<file path="src/rtl/rr_arbiter8.sv">
// rtl/rr_arbiter8.sv - eight-way round-robin arbiter with registered one-hot grant
// Optional hold-timeout preemption is built when RR_ARB_TIMEOUT_EN is defined.
module rr_arbiter8 #(
  parameter int MAX_HOLD = 16
) (
  input  logic       clk,
  input  logic       rst_n,
  input  logic [7:0] req,
  output logic       grant_valid,
  output logic [2:0] grant_idx,
  output logic [7:0] grant,
  output logic       busy,
  output logic       timeout
);

  typedef enum logic [1:0] {
    IDLE  = 2'd0,
    GRANT = 2'd1,
    GAP   = 2'd2
  } state_t;

  if (MAX_HOLD < 2 || MAX_HOLD > 256) begin : g_bad_max_hold
    $error("rr_arbiter8: MAX_HOLD must be in 2..256");
  end

  state_t     state_q, state_d;
  logic [2:0] ptr_q, ptr_d;
  logic [2:0] idx_q, idx_d;
  logic       to_d;

  logic       grant_valid_q, grant_valid_d;
  logic [2:0] grant_idx_q, grant_idx_d;
  logic [7:0] grant_q, grant_d;
  logic       busy_q, busy_d;
  logic       timeout_q, timeout_d;

  logic       win_found;
  logic [2:0] win_idx;
  logic [2:0] cand;
  logic       expire;

  // Scan offsets high to low so the nearest set bit at or above ptr wins.
  always_comb begin
    win_found = 1'b0;
    win_idx   = ptr_q;
    cand      = ptr_q;
    for (int k = 7; k >= 0; k--) begin
      cand = ptr_q + 3'(k);
      if (req[cand]) begin
        win_found = 1'b1;
        win_idx   = cand;
      end
    end
  end

`ifdef RR_ARB_TIMEOUT_EN
  localparam int CW = $clog2(MAX_HOLD);

  logic [CW-1:0] hold_q, hold_d;

  always_comb begin
    hold_d = '0;
    if (state_q == GRANT) hold_d = hold_q + 1'b1;
  end

  assign expire = (hold_q == CW'(MAX_HOLD - 1));

  always_ff @(posedge clk or negedge rst_n) begin
    if (!rst_n) hold_q <= '0;
    else        hold_q <= hold_d;
  end
`else
  assign expire = 1'b0;
`endif

  always_ff @(posedge clk or negedge rst_n) begin
    if (!rst_n) begin
      state_q <= IDLE;
      ptr_q   <= 3'd0;
      idx_q   <= 3'd0;
    end else begin
      state_q <= state_d;
      ptr_q   <= ptr_d;
      idx_q   <= idx_d;
    end
  end

  always_comb begin
    state_d = state_q;
    ptr_d   = ptr_q;
    idx_d   = idx_q;
    to_d    = 1'b0;
    case (state_q)
      IDLE, GAP: begin
        if (win_found) begin
          state_d = GRANT;
          idx_d   = win_idx;
        end else begin
          state_d = IDLE;
        end
      end
      GRANT: begin
        // A request dropping on the expiry edge counts as a normal release.
        if (!req[idx_q]) begin
          state_d = GAP;
          ptr_d   = idx_q + 3'd1;
        end else if (expire) begin
          state_d = GAP;
          ptr_d   = idx_q + 3'd1;
          to_d    = 1'b1;
        end
      end
      default: begin
        state_d = IDLE;
      end
    endcase
  end

  always_comb begin
    grant_valid_d = (state_d == GRANT);
    grant_idx_d   = grant_valid_d ? idx_d : 3'd0;
    grant_d       = grant_valid_d ? (8'h01 << idx_d) : 8'h00;
    busy_d        = (state_d != IDLE);
    timeout_d     = to_d;
  end

  always_ff @(posedge clk or negedge rst_n) begin
    if (!rst_n) begin
      grant_valid_q <= 1'b0;
      grant_idx_q   <= 3'd0;
      grant_q       <= 8'h00;
      busy_q        <= 1'b0;
      timeout_q     <= 1'b0;
    end else begin
      grant_valid_q <= grant_valid_d;
      grant_idx_q   <= grant_idx_d;
      grant_q       <= grant_d;
      busy_q        <= busy_d;
      timeout_q     <= timeout_d;
    end
  end

  assign grant_valid = grant_valid_q;
  assign grant_idx   = grant_idx_q;
  assign grant       = grant_q;
  assign busy        = busy_q;
  assign timeout     = timeout_q;

endmodule

</file>
<file path="config.mk">
export PLATFORM = sky130hd
export DESIGN_NAME = rr_arbiter8
export DESIGN_NICKNAME = d
export VERILOG_FILES = /design/src/rtl/rr_arbiter8.sv
export SDC_FILE = /design/constraint.sdc
export NUM_CORES = 1
export LEC_CHECK = 0
export CAP_MARGIN = 10
export CORE_ASPECT_RATIO = 0.5
export CORE_MARGIN = 2
export CORE_UTILIZATION = 60
export CTS_BUF_LIST = sky130_fd_sc_hd__clkbuf_4
export DETAILED_ROUTE_END_ITERATION = 10
export GPL_TIMING_DRIVEN = 0
export PLACE_DENSITY = 0.86
export SYNTH_ARGS = -nofsm -noshare
export SYNTH_HDL_FRONTEND = slang
export SYNTH_SLANG_ARGS = --single-unit
</file>
<file path="constraint.sdc">
create_clock -name clk -period 10.6 [get_ports clk]
set_input_delay 2.12 -clock clk [delete_from_list [all_inputs] [get_ports clk]]
set_output_delay 2.12 -clock clk [all_outputs]
set_load 0.02 [all_outputs]
</file>
# Yosys cells after proc, flatten, opt, wreduce, memory -nomap -nowiden
# Cells that the tools add are included.
# word_totals
out_inout_bits	14
word_cells	74
in_bits	10
regBits	21
# classes
n_bitwise	1
n_addsub	8
muxes	41
reduce_logical	4
eq_ne	3
n_lt_le_gt_ge	9
shifts	1
# ops
op	count
3-bit by 4-bit less-than comparator with 1-bit output, second input constant	9
3-bit two-way mux	11
1-bit binary-select mux with 3-bit select	9
1-bit two-way mux	18
3-bit adder, second input constant	4
8-bit two-way mux	1
1-bit by 3-bit left shift with 8-bit output, first input constant	1
3-bit by 1-bit adder with 3-bit output, second input constant	2
3-bit by 2-bit adder with 3-bit output, second input constant	2
2-bit by 1-bit == test with 1-bit output, second input constant	2
2-bit case mux with 2 select lines	1
2-bit == test, second input constant	1
2-bit zero test	1
2-bit two-way mux	1
2-bit AND reduction	1
2-bit nonzero test	1
2-bit OR reduction	1
1-bit inverter	1

# Depth between registers and ports, before layout
# Gate-level depths: netlist (run 1).
# depth
depth_word	15
mapped_depth	14
ltp_nobuf	10

# Worst setup path after synthesis (run 1)
# Ideal clock, no wire load.
# synth_timing
path_kind	input-to-reg
from	in req[3]
to	reg grant_q[1], in the netlist grant[1]
t_arrival_ns	4.275
cell_stages	7
setup_slack_ns	6.224
setup_ns	0.101
cell_sequence	mux4_2 -> or2_0 -> mux4_2 -> nor3_2 -> nor4_1 -> o31a_4 -> nor4_1
# synth_between
elab_chain_len	14
word_cells_on_any_way	42
cone_classes	eq/ne: 1; shift: 1; mux: 40
# synth_lines
item	line_no	rtl
start, declared	8	input logic [7:0] req,
1-bit binary-select mux with 3-bit select	49	if (req[cand]) begin
1-bit two-way mux (not written as such)	49	
1-bit two-way mux / 3-bit two-way mux (equally long branches) (8 in a row)	49	
1-bit two-way mux / 3-bit two-way mux (equally long branches)	95	if (win_found) begin
2-bit case mux with 2 select lines / 3-bit two-way mux (equally long branches)	93	case (state_q)
2-bit by 1-bit == test with 1-bit output / 1-bit by 3-bit left shift with 8-bit output (equally long branches)	120, 122	
8-bit two-way mux (*)	122	grant_d = grant_valid_d ? (8'h01 << idx_d) : 8'h00;
via grant_d[1]	33	logic [7:0] grant_q, grant_d;
end signal, assigned	137	grant_q <= grant_d;
end, declared	33	
# Mark *: on every way through the listed nets, which the timed path passes. The rest lies on a longest branch. The select of a mux whose other input is x is not followed.
# A chain may end at the register's enable or synchronous reset.

# Worst setup path after layout (run 1)
# layout_timing
from	in req[5]
to	reg grant_q[6], in the netlist grant[6]
# The elaborated chain is that of the path after synthesis.

==> impl_metrics.toml, run 1 <==
[layout]
n_antenna_cell = 0
area_growth_pct = 16.01
post_route_cells_drive_above_1_share = 0.1691
nets = 221
layout.cells.non_filler = 247

[worst_setup_path]
element_type_at_the_critical_path_end = "register"
crit-reg2reg-launch = "ptr_q[1]$_DFFE_PN0P_"
cpMaxStageDelayCell = "sky130_fd_sc_hd__mux4_2"
timing.setup.critical_path_class = "input pin to register"
arrival_ns = 5.33
critical_path_origin = "req[5]"
r2r-end = "grant[6]$_DFF_PN0_"
critPathMaxStageDelay_ns = 0.65
worst_r2r_path_depth = 12
critical_path_buffer_and_inverter_count = 1
worstSetupStartpointType = "input pin"
crit_path_max_delay_family = "multiplexers"
critical_path.cell_chain = "clkdlybuf4s50_1 -> mux4_2 -> or2_1 -> mux4_2 -> o31ai_4 -> a211oi_1 -> a31oi_1 -> a211oi_1"
required_worst_endpoint_ns = 10.76
r2r_setup_slack_ns = 5.90
worstPathMaxFanout = 9

[clock_network]
ctsResizeCount = 0
cts-buffers-inserted = 3
clock_pin_slew_of_the_registers_on_the_worst_case_setup_and_hold_paths_ns = 0.11
tritoncts = "done"
postCtsSetupRepairBufs = 0
h-tree-depth = 1
cts_hold_repair.buffers = 0
cell_at_the_root_of_the_clock_tree = "sky130_fd_sc_hd__clkbuf_4"
tritoncts_num_sinks = 21
max-clock-path-buffers = 2
worst_skew_pair.late_latency_ns = 0.31

[timing]
timing_max_transition_violations_final = 0
period_needed_ns = 5.172
final_min_period_over_clock_period = 0.4879
report.final.setup_viol = 0
rsz0062_at_grt = "false"
tightestPinTransition_ns = 0.9190
fmax_mhz = 193.3
final_number_of_hold_violating_endpoints = 0
setup-tns-final_ns = 0
clock-skew-final_ns = 0.005275
worst_slew_margin_rel = 0.3854

[routing]
totalWireLength_um = 4948
ant_nets = 0
drt_first_pass_iters = 5
drt-initial-drc-count = 223
num_vias = 1717
post_drt_via_cell_ratio = 6.951
detail_route.drc_violations = 0
detail_route.wl_per_cell_um = 20.03

[synthesis]
synth_mux_area_frac = 0.3002
synth.top_cells.by_area = "sky130_fd_sc_hd__dfrtp_1 (28%), sky130_fd_sc_hd__mux4_2 (20%), sky130_fd_sc_hd__mux2i_1 (6.4%), sky130_fd_sc_hd__nand2_1 (4.0%), sky130_fd_sc_hd__a211oi_1 (2.8%)"
synth_simple_gate_area_frac = 0.1261
synthDistinctLibCells = 55
synth_compound_area_frac = 0.1935
dominant_combinational_cell_family_by_area_after_synthesis = "multiplexers"
number_of_flops_mapped_to_enable_cells_by_yosys = 0
synth_top_area_share = 0.2802
synth-seq-cells = 21
syn-cell-area_um2 = 1876
syn_nets = 194
synth_adder_area_share = 0.02001
synth_xor_area_frac = 0.02335
netlist.top_cell.by_area = "sky130_fd_sc_hd__dfrtp_1"
ys_seq_area_frac = 0.2802
synth_cells = 181
postSynth.asyncResetShare = 1.000
synthMostInstantiatedCell = "sky130_fd_sc_hd__dfrtp_1"
yosys_most_used_dff = "sky130_fd_sc_hd__dfrtp_1"
number_of_warnings_printed_during_yosys_synthesis = 0
synth.avg_cell_area_um2 = 10.36
yosys-top-cells-count = "sky130_fd_sc_hd__dfrtp_1 (21), sky130_fd_sc_hd__nand2_1 (20), sky130_fd_sc_hd__mux4_2 (17)"

[global_route]
initial_antenna_violation_count = 0
via_count_of_the_first_global_routing_pass = 1732
grt.total_usage = 0.3056
grt_pass1_wl_um = 8638
grt.overflow.total = 0
pin_count_of_the_biggest_net_entering_global_routing = 22

[run_status]
status = "finished, final reports clean"

[placement]
hpwl_um = 3556
port_buffers = 22
gpl.final_weighted_congestion = 0.8835
dp.cells = 243

[min_path]
hp-class = "register to register"
hp-start = "state_q[0]$_DFF_PN0_"
min_delay_path_depth = 1
min_delay_worst_endpoint = "busy$_DFF_PN0_"

[floorplan]
start_util = 0.6261
fp.coreArea_um2 = 2995
placementRows = 14
fp.dieH_um = 43.54
ioPinCount = 24
die-area_um2 = 3616
die_w_um = 83.07

[run]
max_cap_violations = 0
-- worst reg2reg max path, cell delays in order (launching register included) --
cell,delay [ns]
sky130_fd_sc_hd__dfrtp_1,0.37
sky130_fd_sc_hd__clkbuf_1,0.38
sky130_fd_sc_hd__clkinv_1,0.43
sky130_fd_sc_hd__ha_1,0.41
sky130_fd_sc_hd__clkbuf_1,0.28
sky130_fd_sc_hd__buf_2,0.31
sky130_fd_sc_hd__mux4_1,0.43
sky130_fd_sc_hd__mux2i_1,0.40
sky130_fd_sc_hd__nand4_1,0.27
sky130_fd_sc_hd__o31ai_4,0.50
sky130_fd_sc_hd__a211oi_1,0.17
sky130_fd_sc_hd__a31oi_1,0.48
sky130_fd_sc_hd__a211oi_1,0.12
-- cell families after synthesis --
family / count (synthesis)
xor+xnor: 5
flops: 21
simple gates: 48
fa+ha+maj: 3
buf+inv: 23
other cells: 1
mux: 33
compound gates: 47
-- layout by cell type, fill, tap and decap left out, types with 4 or more instances in the layout --
| cell | Yosys | final |
|---|---|---|
| sky130_fd_sc_hd__clkdlybuf4s50_1 | 0 | 22 |
| sky130_fd_sc_hd__nor4_1 | 6 | 6 |
| sky130_fd_sc_hd__o21ai_0 | 4 | 4 |
| sky130_fd_sc_hd__nor2_1 | 7 | 7 |
| sky130_fd_sc_hd__clkbuf_4 | 0 | 4 |
| sky130_fd_sc_hd__mux2i_1 | 12 | 12 |
| sky130_fd_sc_hd__dfrtp_1 | 21 | 21 |
| sky130_fd_sc_hd__a211oi_1 | 7 | 7 |
| sky130_fd_sc_hd__nand2_1 | 20 | 20 |
| sky130_fd_sc_hd__clkbuf_1 | 5 | 5 |
| sky130_fd_sc_hd__inv_1 | 10 | 10 |
| sky130_fd_sc_hd__mux4_2 | 17 | 17 |
| sky130_fd_sc_hd__a21oi_1 | 7 | 7 |
-- flip-flops by register name (all words and copies together), names as in the netlist --
name,count
grant,8
ptr_q,3
state_q,2
idx_q,3
grant_valid,1
busy,1
grant_idx,3
-- layer usage --
layer | track usage | part of all wire | wire (µm) | vias up
met2 | 0.5371 | 0.49 | 2409 | 104
met1 | 0.4209 | 0.43 | 2123 | 844
met4 | 0.09180 | 0.014 | 70 | 0
li1 | - | - | - | 754
met5 | 0 | 0 | 0 | -
met3 | 0.02667 | 0.070 | 344 | 15
-- how the worst max path moves through the flow --
stage	depth (start not counted)	endpoint	slack, ns
detailed placement	8	grant[6]$_DFF_PN0_	5.15
CTS	8	grant[6]$_DFF_PN0_	5.42
finish	8	grant[6]$_DFF_PN0_	5.43
floorplan	7	grant[1]$_DFF_PN0_	6.22
global placement	8	grant[6]$_DFF_PN0_	5.26
global route	8	grant[6]$_DFF_PN0_	5.24
-- final cells by class --
type	count	area (µm²)
fillers	197	819.5
inverters	13	48.80
well taps	40	50.05
repair buffers	22	220.2
flip-flops and latches	21	525.5
multi-input cells	137	1247
plain buffers	10	53.80
clock buffers	4	30.03
-- through the flow --
step | hold slack, ns | worst slack (ns) | cell area, µm² | utilization
after global routing | 0.5217 | 5.239 | 2176 | 0.7264
after global placement | 0.4623 | 5.261 | 2146 | 0.7164
final | 0.4892 | 5.428 | 2176 | 0.7264
after detailed placement | 0.4707 | 5.145 | 2146 | 0.7164
after floorplan | 0.4434 | 6.224 | 1876 | -
after CTS | 0.4884 | 5.420 | 2176 | 0.7264
Power of run 1 is not shown: default switching activity piles up to over one toggle a cycle in this logic, so the estimate is an artifact.
==> run 2: changes to the inputs <==
CORE_UTILIZATION = 52   (was 60)
PLACE_DENSITY = 0.79   (was 0.86)
clock period = 4.51 ns   (was 10.6 ns; I/O delays follow)
==> run 2 against run 1 <==
Routed wire length down 2.2%. Register-to-register slack worse by 5.7 ns. Global-route usage decreased by 6.4 points. Final cell count grew 5.7%. Clock-buffer cell count decreased by 1. Setup slack worse by 5.3 ns. Non-clock buffer count up 3. Via count down 5.2%.
==> impl_metrics.toml, run 2 (synthesis results as in run 1) <==
[floorplan]
die-area_um2 = 4132
placementRows = 15
start_util = 0.5461
fp.dieH_um = 46.47
ioPinCount = 24
fp.coreArea_um2 = 3435
die_w_um = 88.94

[clock_network]
clock_pin_slew_of_the_registers_on_the_worst_case_setup_and_hold_paths_ns = 0.12
cts-buffers-inserted = 3
tritoncts_num_sinks = 21
cell_at_the_root_of_the_clock_tree = "sky130_fd_sc_hd__clkbuf_4"
max-clock-path-buffers = 2
worst_skew_pair.late_latency_ns = 0.30
tritoncts = "done"
h-tree-depth = 1

[layout]
nets = 224
layout.cells.most_common = "sky130_fd_sc_hd__clkdlybuf4s50_1"
largest_register_ffs = 8
post_route_cells_drive_above_1_share = 0.1952
layout.cells.most_common_list = "sky130_fd_sc_hd__clkdlybuf4s50_1 (22), sky130_fd_sc_hd__dfrtp_1 (21), sky130_fd_sc_hd__nand2_1 (20), sky130_fd_sc_hd__mux4_2 (17), sky130_fd_sc_hd__mux2i_1 (11)"
seqCellArea_um2 = 525.5
final_core_util = 0.6466
n_antenna_cell = 0
combined_area_of_the_multi_input_logic_cells_um2 = 1257
layout.filler_cells = 264
area_growth_pct = 18.41
post_route_cell_area_um2 = 2221

[worst_setup_path]
critical_path_origin = "ptr_q[1]$_DFFE_PN0P_"
r2r-end = "grant[6]$_DFF_PN0_"
worstPathMaxFanout = 10
timing.setup.critical_path_class = "register to register"
required_worst_endpoint_ns = 4.72
worstSetupStartpointType = "register"
critical_path.cell_chain = "clkbuf_1 -> clkinv_2 -> ha_1 -> clkbuf_1 -> buf_2 -> mux4_1 -> a21oi_1 -> o311a_1 -> o22ai_1 -> a211oi_1 -> a31oi_2 -> a211oi_1"
element_type_at_the_critical_path_end = "register"
cpMaxStageDelayCell = "sky130_fd_sc_hd__a211oi_1"
crit-reg2reg-launch = "ptr_q[1]$_DFFE_PN0P_"
r2r_setup_slack_ns = 0.17
arrival_ns = 4.55
worst_r2r_path_depth = 12
critPathMaxStageDelay_ns = 0.67

[global_route]
grt.total_usage = 0.2416
initial_antenna_violation_count = 0
pin_count_of_the_biggest_net_entering_global_routing = 22
via_count_of_the_first_global_routing_pass = 1538
grt_pass1_wl_um = 7417
grt.overflow.total = 0

[min_path]
min_delay_worst_endpoint = "busy$_DFF_PN0_"
hp-start = "state_q[0]$_DFF_PN0_"
hp-class = "register to register"
min_delay_path_depth = 1

[timing]
worst_slew_margin_rel = 0.3917
fmax_mhz = 230.6
report.final.setup_viol = 0
hold-worst-slack_ns = 0.4854
period_needed_ns = 4.336
setup-tns-final_ns = 0
tightestPinTransition_ns = 0.9096
clock-skew-final_ns = 0.004932
final_min_period_over_clock_period = 0.9614
timing_max_transition_violations_final = 0
final_number_of_hold_violating_endpoints = 0

[routing]
totalWireLength_um = 4839
num_vias = 1628
drt_first_pass_iters = 4
ant_nets = 0
drt-initial-drc-count = 132
detail_route.wl_per_cell_um = 18.54
detail_route.drc_violations = 0
post_drt_via_cell_ratio = 6.238

[placement]
port_buffers = 22
gpl.final_weighted_congestion = 0.8769
postPlaceCellArea_um2 = 2160
hpwl_um = 3491

[run]
max_cap_violations = 0

[run_status]
status = "finished, final reports clean"
run 2: cell count changes in the layout (fill, tap and decap cells not counted), sizes merged:
cell,delta
buf,+3
clkbuf,-1
clkinv,+1
run 2: repair_timing:
action | 4_1_cts | 5_1_grt
pin swaps | 0 | 1
hold buffers | 0 | 0
gates cloned | 0 | 0
setup endpoints to repair | 7 | 11
buffers inserted | 0 | 3
resized for setup | 1 | 2
run 2: layer usage:
metal	global-route usage	vias up	wire length [µm]
met1	0.3421	790	2144
li1	-	757	-
met2	0.4015	73	2313
met3	0.01792	8	318
met4	0.08657	0	63
met5	0	-	0
run 2: final cells by class:
class                           count  area share
Inverter                           13     0.02254
Tap cell                           51     0.02873
Clock buffer                        3     0.01014
Multi-Input combinational cell    137      0.5662
Sequential cell                    21      0.2366
Timing Repair Buffer               25      0.1093
Clock inverter                      1    0.002254
Buffer                             10     0.02423
run 2: stage by stage:
step / cells / worst slack, ns
finish: 261 / 0.1742
global route: 261 / -0.02600
CTS: 258 / 0.002271
detailed placement: 254 / -0.1083
global placement: 254 / 0.03053
floorplan: 181 / 0.8895
run 2: worst max path at each step:
stage                                    end  slack [ns]  cells after the start
final                     grant[6]$_DFF_PN0_        0.17                     12
after floorplan           grant[6]$_DFF_PN0_        0.89                     12
after global placement    grant[6]$_DFF_PN0_        0.03                     12
after CTS                 grant[6]$_DFF_PN0_       0.002                     12
after global routing      grant[6]$_DFF_PN0_       -0.03                     12
after detailed placement  grant[6]$_DFF_PN0_       -0.11                     12
run 2: critical path: cells and delay by family (launching register included):
family	cells	cell delay [ns]
DFF	1	0.37
AOI/OAI and AO/OA	6	1.76
muxes	1	0.46
adders and majority gates	1	0.35
buffers and inverters	4	1.30
Power of run 2 is left out for the same reason.
==> run 3: changes to the inputs <==
CORE_UTILIZATION = 60   (was 52)
PLACE_DENSITY = 0.86   (was 0.79)
clock period = 5.2 ns   (was 4.51 ns; I/O delays follow)
==> results of run 3 <==
Same layout as run 1 (identical final DEF). Status: finished, final reports clean.
Among the figures that moved: setup slack after placement 5.145 ns -> 0.6402 ns; setup slack after layout 5.428 ns -> 0.5048 ns; start point of the critical path req[5] -> ptr_q[1]$_DFFE_PN0P_; register-to-register setup slack 5.90 ns -> 0.50 ns
Power of run 3 is left out for the same reason.
